`src/rtl/am2940_seq.sv`:
```
// am2940_seq: drives an Am2940-style address generator through a setup sequence and per-word stepping.
// Latency: 4 cycles from accepted start to first mem_req; each word takes XFER (>=1), STEP, CHECK.
// Backpressure: XFER waits indefinitely for mem_ack; start is ignored while busy; abort returns to IDLE.
module am2940_seq (
  input  logic       clk,
  input  logic       reset,
  input  logic       start,
  input  logic       abort,
  input  logic [7:0] cfg_addr,
  input  logic [7:0] cfg_len,
  input  logic [2:0] cfg_ctrl,
  output logic       busy,
  output logic       done_irq,
  output logic       err,
  output logic [7:0] xfer_cnt,
  output logic       mem_req,
  input  logic       mem_ack,
  output logic [2:0] am_instr,
  output logic [7:0] am_data,
  output logic       am_cina_n,
  output logic       am_cinw_n,
  input  logic       am_done
);

  typedef enum logic [2:0] {
    S_IDLE  = 3'd0,
    S_WRCR  = 3'd1,
    S_LDAD  = 3'd2,
    S_LDWC  = 3'd3,
    S_XFER  = 3'd4,
    S_STEP  = 3'd5,
    S_CHECK = 3'd6,
    S_FIN   = 3'd7
  } state_t;

  // Address-generator instruction codes
  localparam logic [2:0] I_WRCR = 3'd0;
  localparam logic [2:0] I_RDCR = 3'd1;  // harmless NOP while idle or waiting
  localparam logic [2:0] I_LDAD = 3'd5;
  localparam logic [2:0] I_LDWC = 3'd6;
  localparam logic [2:0] I_ENCT = 3'd7;

  state_t     state_q, state_d;
  logic [7:0] addr_q, addr_d;
  logic [7:0] len_q, len_d;
  logic [2:0] ctrl_q, ctrl_d;
  logic [7:0] cnt_q, cnt_d;
  logic       err_q, err_d;

  // State and captured-configuration registers with synchronous active-low reset
  always_ff @(posedge clk) begin
    if (!reset) begin
      state_q <= S_IDLE;
      addr_q  <= 8'd0;
      len_q   <= 8'd0;
      ctrl_q  <= 3'd0;
      cnt_q   <= 8'd0;
      err_q   <= 1'b0;
    end else begin
      state_q <= state_d;
      addr_q  <= addr_d;
      len_q   <= len_d;
      ctrl_q  <= ctrl_d;
      cnt_q   <= cnt_d;
      err_q   <= err_d;
    end
  end

  // Next-state, configuration capture, word counting and error-pulse generation
  always_comb begin
    state_d = state_q;
    addr_d  = addr_q;
    len_d   = len_q;
    ctrl_d  = ctrl_q;
    cnt_d   = cnt_q;
    err_d   = 1'b0;

    // The memory cycle already completed on entry to STEP, so it counts even if aborted here
    if (state_q == S_STEP) begin
      cnt_d = cnt_q + 8'd1;
    end

    if (state_q == S_IDLE) begin
      if (start) begin
        if (cfg_len == 8'd0) begin
          err_d = 1'b1;
        end else begin
          addr_d  = cfg_addr;
          len_d   = cfg_len;
          ctrl_d  = cfg_ctrl;
          cnt_d   = 8'd0;
          state_d = S_WRCR;
        end
      end
    end else if (abort) begin
      state_d = S_IDLE;
      err_d   = 1'b1;
    end else begin
      case (state_q)
        S_WRCR:  state_d = S_LDAD;
        S_LDAD:  state_d = S_LDWC;
        S_LDWC:  state_d = S_XFER;
        S_XFER:  state_d = mem_ack ? S_STEP : S_XFER;
        S_STEP:  state_d = S_CHECK;
        S_CHECK: state_d = am_done ? S_FIN : S_XFER;
        S_FIN:   state_d = S_IDLE;
        default: state_d = S_IDLE;
      endcase
    end
  end

  // Moore decode of the address-generator and bus outputs
  always_comb begin
    am_instr  = I_RDCR;
    am_data   = 8'd0;
    am_cina_n = 1'b1;
    am_cinw_n = 1'b1;
    mem_req   = 1'b0;
    case (state_q)
      S_WRCR: begin
        am_instr = I_WRCR;
        am_data  = {5'd0, ctrl_q};
      end
      S_LDAD: begin
        am_instr = I_LDAD;
        am_data  = addr_q;
      end
      S_LDWC: begin
        am_instr = I_LDWC;
        am_data  = len_q;
      end
      S_XFER: begin
        mem_req = 1'b1;
      end
      S_STEP: begin
        am_instr  = I_ENCT;
        am_cina_n = 1'b0;
        am_cinw_n = 1'b0;
      end
      default: begin
      end
    endcase
  end

  assign busy     = (state_q != S_IDLE);
  assign done_irq = (state_q == S_FIN);
  assign err      = err_q;
  assign xfer_cnt = cnt_q;

endmodule

```
`config.mk`:
```
export PLATFORM = sky130hd
export DESIGN_NAME = am2940_seq
export DESIGN_NICKNAME = d
export VERILOG_FILES = /design/src/rtl/am2940_seq.sv
export SDC_FILE = /design/constraint.sdc
export NUM_CORES = 1
export LEC_CHECK = 0
export BUFFER_PORTS_ARGS = -buffer_cell sky130_fd_sc_hd__buf_4
export CAP_MARGIN = 40
export CORE_ASPECT_RATIO = 1.4
export CORE_UTILIZATION = 30
export DETAILED_ROUTE_END_ITERATION = 10
export HOLD_SLACK_MARGIN = 0.02
export PLACE_DENSITY = 0.57
export SETUP_SLACK_MARGIN = 0.4
export SLEW_MARGIN = 5
export SYNTH_ARGS = -nofsm -noshare
export SYNTH_HDL_FRONTEND = slang
export SYNTH_SLANG_ARGS = --single-unit
export TNS_END_PERCENT = 30
```
`constraint.sdc`:
```
create_clock -name clk -period 1.7 [get_ports clk]
set_clock_uncertainty 0.05 [all_clocks]
set_input_delay 0.085 -clock clk [delete_from_list [all_inputs] [get_ports clk]]
set_output_delay 0.085 -clock clk [all_outputs]
set_load 0.02 [all_outputs]
```
==> summary.txt, run 1 <==
Synth
  • XOR/XNOR Fraction of Synth Area: between 4 and 5%
  • Top cells by area, synth: dfxtp_1 (42%), nand3_1 (8.2%), o21ai_1 (6.5%)
  • Post-synthesis cell type count: 30
  • Synthesized flop and latch total: 31
  • Leading area contributor after synthesis: dfxtp_1
  • Synth Area in Adders: less than 1%
  • Yosys warns: 0
  • Syn Inst Count: between 150 and 200
  • Post-synth ARST share: 0%
  • Synth Flop Type: dfxtp_1
  • Synth Area in Compound Gates: a little under an eighth
  • Register area share after synthesis: between 40% and 50%
  • Syn_nets: just over 200
  • EDFF count, synth: 0
  • Simple-gate area share of the yosys netlist: between 20% and 30%
  • Post-synthesis mux area share: about 5.7%
  • Mapped Avg Cell Area: about 8.2 um2
  • Top cell type's share of synthesized area: between 40% and 50%
  • Netlist Area Pre-Place: approximately 0.0015 mm2
  • Main combinational cell family by area after synthesis: simple AND/OR/NAND/NOR gates

Worst setup path
  • Delay-heaviest family, CP: flip-flops
  • Worst r2r path cells: 6
  • Crit-path slowest cell: dfxtp_2
  • Worst Path Arrival: 1.40 ns
  • Levels on crit path: 5
  • CP Buf/Inv Count: 2
  • Most common cell on crit path: buf_6
  • Critical path capture point type: primary output
  • Cells along the critical path: buf_6, mux2_4, a22oi_2, nor2_2, buf_6
  • CP peak stage delay: 0.33 ns
  • Worst path required time: 1.56 ns
  • Worst setup SP type: flip-flop
  • CP Class: reg2out
  • Max FO, Critical Path: 8

Placed design
  • Placed cell count: 282
  • Post-DP HPWL: around 2.7 mm
  • Routability cong.: approximately 0.71
  • Port bufs: 49

Power and ir drop
  • Power per standard cell area: a little over 700 mW/mm2
  • Worst vdd ir: approximately 0.0005 V
  • LEAKAGE: about 1 nW

STA
  • Fin. Hold Viols: 0
  • Hold_ws: about 0.019 ns
  • RSZ-0062 raised after global routing: true
  • Endpoints failing setup: 0
  • Post-route minimum period: 1.536 ns
  • Fin crit share: between 90% and 100%
  • Slew @ Worst Pin: 0.3312 ns
  • Max Slew Vio Count: 0
  • Highest clock rate: 0.6510 GHz
  • Relative slew slack: 77.92%

Final layout
  • Share of layout cells above drive strength 1: 42.63%
  • Most common cell after layout, fill and taps aside: buf_4
  • Final Non-Filler Cells: roughly 310
  • Highest-count cells in the layout ignoring fill and taps: buf_4 (51), dfxtp_1 (30), nand2_1 (22)
  • Area growth, synth to finish: 62.24%
  • NumNets Final: 276
  • Antenna fix cells: 0

Global route
  • Initial antenna violation count: 0
  • Vias in the first global route: 1420
  • Global-route wire length before repair: ~6.4 mm
  • Largest net degree at the start of global routing: 40
  • Total track usage: around 16%
  • Gr ovfl total: 0

Die
  • Placeable Area: 0.004608 mm2
  • DIE HEIGHT: approximately 85 um
  • Num rows: 29
  • Die area: roughly 0.0052 mm2
  • Die Width: just over 60 um
  • Ports: 50
  • Starting Density: 31.93%

Route
  • Number of vias per cell: around 4.7
  • DR iter-0 viols: 12
  • DRC Markers: 0
  • Initial DRT Pass Iterations: 4
  • Routed WL per cell: 12.49 um
  • Final ANT Viol Nets: 0
  • Via count: about 1500
  • Final wirelength: between 3 and 4 mm

Worst hold path
  • Worst hold path stage count: 3
  • Worst min path class: in2reg

CTS
  • CTS Buffer Depth: 2
  • Number of buffers created by CTS: 5
  • Worst-Skew Late Latency: ~0.28 ns
  • Root buffer cell: clkbuf_8
  • CTS tree: built
  • Htree depth: 2
  • CTS sink cnt: 31
  • Clock transition at path regs: around 0.07 ns

Flow run
  • Max-Cap Viols: 0

Run status
  • Status: complete, no violations
==> state kept, by name, indices dropped and copies added (netlist names) <==
register	flops
addr_q	8
ctrl_q	3
len_q	8
state_q	3
err	1
xfer_cnt	8
==> worst reg2reg max path, delay by kind of cell, from the launching register on <==
kind                   cells  cell delay (ns)
buffers and inverters      2             0.35
AO/OA/AOI/OAI              2             0.35
AND/OR/NAND/NOR            2             0.33
flip-flops                 1             0.32
==> kinds of logic after synthesis <==
family,count (synthesis)
multiplexers,8
XOR/XNOR,8
adder cells (fa/ha/maj),1
AND/OR/NAND/NOR,87
buffers and inverters,16
AO/OA/AOI/OAI,29
flip-flops,31
==> power breakdown <==
| part | internal [W] | switching [W] |
|---|---|---|
| clock | 0.000368 | 0.000278 |
| combinational | 0.000148 | 0.000140 |
| sequential | 0.000762 | 0.0000194 |
==> repair_timing <==
| action | 4_1_cts | 5_1_grt |
|---|---|---|
| endpoints found under the hold margin | 17 | 0 |
| pin swaps | 4 | 4 |
| resized for setup | 21 | 5 |
| setup buffers | 4 | 2 |
| hold buffers | 17 | 0 |
| endpoints found under the setup margin | 43 | 44 |
==> synth_stat cells, types with 2 or more instances <==
| library cell | count |
|---|---|
| dfxtp_1 | 31 |
| nand2_1 | 24 |
| nand3_1 | 24 |
| o21ai_1 | 19 |
| nor2_1 | 13 |
| xor2_1 | 8 |
| clkbuf_1 | 7 |
| nand2b_1 | 6 |
| nor2_2 | 6 |
| mux2i_1 | 5 |
| a22oi_1 | 4 |
| buf_1 | 3 |
| buf_6 | 3 |
| mux2_2 | 3 |
| nand4_1 | 3 |
| nor2b_1 | 3 |
| a21boi_0 | 2 |
| and3_1 | 2 |
| nor3_1 | 2 |
| or4_1 | 2 |
==> per-layer routing <==
metal	track usage (%)	vias to the layer above	routed length, um
met1	20.42	659	1741
met2	27.37	43	1953
met4	4.959	0	37
met5	0	-	0
met3	3.963	5	176
li1	-	750	-
==> metrics by stage <==
step / area, um2 / util [%] / TNS, ns / setup WS (ns) / power [W]
2_1_floorplan: 1554 / - / 0 / 0.2771 / 0.0009397
3_3_place_gp: 1964 / 42.63 / 0 / 0.03335 / 0.001031
3_5_place_dp: 1964 / 42.63 / -0.001142 / -0.001142 / 0.001032
4_1_cts: 2346 / 50.91 / 0 / 0.1389 / 0.001726
5_1_grt: 2387 / 51.81 / 0 / 0.1105 / 0.001800
6_report: 2387 / 51.81 / 0 / 0.1639 / 0.001715
==> area by class of cell <==
class,count,area [um2]
Sequential cell,31,621.8
Tap cell,62,77.57
Fill cell,472,2221
Timing Repair Buffer,78,674.4
Clock inverter,1,7.507
Clock buffer,7,96.34
Inverter,1,3.754
Multi-Input combinational cell,133,905.9
==> final timing paths <==
path / from / endpoint / slack, ns
worst max-delay path: state_q[1] / am_data[0] / 0.16
worst min-delay path: cfg_len[7] / len_q[7] / 0.02
worst max register to register: state_q[1] / len_q[7] / 0.24
worst min register to register: len_q[3] / len_q[3] / 0.40
No activity file was read; power rests on OpenSTA's default activity.
==> run 2, diff against run 1 <==
--- a/config.mk
+++ b/config.mk
@@ -9,9 +9,11 @@
 export CAP_MARGIN = 40
 export CORE_ASPECT_RATIO = 1.4
 export CORE_UTILIZATION = 30
+export CTS_BUF_LIST = sky130_fd_sc_hd__clkbuf_4
 export DETAILED_ROUTE_END_ITERATION = 10
 export HOLD_SLACK_MARGIN = 0.02
 export PLACE_DENSITY = 0.57
+export RECOVER_POWER = 100
 export SETUP_SLACK_MARGIN = 0.4
 export SLEW_MARGIN = 5
 export SYNTH_ARGS = -nofsm -noshare
==> summary.txt, run 2 (synthesized netlist as in run 1, its figures left out) <==
Placed design
  • Port bufs: 49 (unchanged)
  • Routability cong.: 0.7060 (unchanged)
  • Post-DP HPWL: 2.705 mm (unchanged)
  • Placed cell count: 282 (unchanged)

Run status
  • Status: complete, no violations

Route
  • Initial DRT Pass Iterations: 4 (unchanged)
  • Final wirelength: 4.471 mm (+14%)
  • Via count: 1549 (+6.3%)
  • DR iter-0 viols: 16 (+4)
  • Routed WL per cell: 13.67 um (+9.5%)
  • Final ANT Viol Nets: 0 (unchanged)
  • DRC Markers: 0 (unchanged)
  • Number of vias per cell: 4.737 (+1.8%)

Global route
  • Total track usage: 17.90% (+1.5 points)
  • Global-route wire length before repair: 6.872 mm (+7.3%)
  • Gr ovfl total: 0 (unchanged)
  • Largest net degree at the start of global routing: 40 (unchanged)
  • Initial antenna violation count: 0 (unchanged)
  • Vias in the first global route: 1487 (+4.7%)

STA
  • Highest clock rate: 0.6154 GHz (-5.5%)
  • Endpoints failing setup: 0 (unchanged)
  • TNS Setup: 0 ns (unchanged)
  • RSZ-0062 raised after global routing: true
  • Slew @ Worst Pin: 0.3547 ns (+0.02347 ns)
  • Post-route minimum period: 1.625 ns (+0.08895 ns)
  • Fin. Hold Viols: 0 (unchanged)
  • Max Slew Vio Count: 0 (unchanged)
  • Relative slew slack: 76.36% (-1.6 points)
  • Fin crit share: 95.59% (+5.2 points)

Power and ir drop
  • Power per standard cell area: 611.8 mW/mm2 (-15%)
  • Total power: 0.001552 W (-9.5%)
  • Worst vdd ir: 0.0004804 V (-4.5%)
  • LEAKAGE: 1.009 nW (+3.7%)

Die
  • Ports: 50 (unchanged)
  • Die area: 0.005193 mm2 (unchanged)
  • DIE HEIGHT: 84.87 um (unchanged)
  • Num rows: 29 (unchanged)
  • Placeable Area: 0.004608 mm2 (unchanged)
  • Die Width: 61.19 um (unchanged)
  • Starting Density: 31.93% (unchanged)

Worst setup path
  • Critical path capture point type: flip-flop
  • Crit-path slowest cell: o211a_1
  • RR Startpoint: state_q[1]
  • Worst Path Arrival: 1.84 ns (+0.44 ns)
  • Crit path launch: state_q[1]
  • CP Buf/Inv Count: 2 (unchanged)
  • Worst setup SP type: flip-flop
  • CP peak stage delay: 0.41 ns (+0.08 ns)
  • Delay-heaviest family, CP: compound AO/OA/AOI/OAI gates
  • Worst path required time: 1.91 ns (+0.35 ns)
  • Cells along the critical path: clkbuf_1, nor3_4, o211a_1, clkbuf_16, nand3_1, o21ai_0
  • Max FO, Critical Path: 10 (+2)
  • CP Class: reg2reg

Flow run
  • Max-Cap Viols: 0 (unchanged)

Final layout
  • Most common cell after layout, fill and taps aside: buf_4
  • NumNets Final: 290 (+5.1%)
  • Layout fillers: 485 (+2.8%)
  • Share of layout cells above drive strength 1: 40.00% (-2.6 points)
  • Final Non-Filler Cells: 327 (+4.5%)
  • Highest-count cells in the layout ignoring fill and taps: buf_4 (33), dfxtp_1 (30), nand2_1 (23)
  • Antenna fix cells: 0 (unchanged)
  • Area growth, synth to finish: 72.45%

Worst hold path
  • Worst min path class: in2reg
  • Hold path start: am_done

CTS
  • Htree depth: 2 (unchanged)
  • Worst-Skew Late Latency: 0.33 ns (+0.05 ns)
  • Root buffer cell: clkbuf_4
  • Number of buffers created by CTS: 5 (unchanged)
  • CTS Buffer Depth: 2 (unchanged)
  • CTS tree: built
  • Clock transition at path regs: 0.11 ns (+0.04 ns)
  • CTS sink cnt: 31 (unchanged)
## run 2: layer usage
layer | wire length (um) | global-route usage (%) | part of all wire [%] | vias up
li1 | - | - | - | 781
met3 | 169 | 3.963 | 3.8 | 7
met1 | 1838 | 20.97 | 41 | 720
met5 | 0 | 0 | 0 | -
met4 | 81 | 4.959 | 1.8 | 0
met2 | 2381 | 31.52 | 53 | 41
## run 2: final timing paths
check / to / slack [ns] / cells past startpoint
max: ctrl_q[1] / 0.07 / 6
min reg2reg: len_q[2] / 0.40 / 2
min: state_q[1] / 0.08 / 4
max reg2reg: ctrl_q[1] / 0.07 / 6
## run 2: cell type report
cell class                      count  area [um2]  area share, %
Clock inverter                      3       15.01         0.5917
Sequential cell                    31       621.8          24.51
Multi-Input combinational cell    133       953.4          37.57
Inverter                            1       3.754         0.1479
Tap cell                           62       77.57          3.057
Clock buffer                        5       37.54          1.479
Timing Repair Buffer               92       828.3          32.64
## run 2: repair_timing
action | in CTS | in global routing
hold buffers | 21 | 0
pin swaps | 7 | 10
endpoints found under the hold margin | 23 | 0
cloned | 2 | 3
resized for setup | 39 | 11
endpoints found under the setup margin | 44 | 45
setup buffers | 8 | 3
## run 2: per-stage QoR
stage	util [%]	hold slack (ns)	setup WS [ns]	cell area, um2
after detailed placement	42.63	0.2639	-0.001142	1964
after global routing	55.06	0.1149	0.007312	2537
after global placement	42.63	0.2576	0.03335	1964
final	55.06	0.08204	0.07496	2537
after floorplan	-	0.1724	0.2771	1554
after CTS	53.84	0.06701	0.08420	2481
## run 2: power by group
part           internal, W  total [W]  switching (W)
clock network     0.000151   0.000412       0.000260
logic             0.000198   0.000355       0.000158
registers         0.000761   0.000785      0.0000243
## run 2: worst min-delay path, cell delays in order
cell and delay (ns):
buf_4 0.08, nand2b_1 0.11, a21oi_1 0.08, nor2_1 0.07
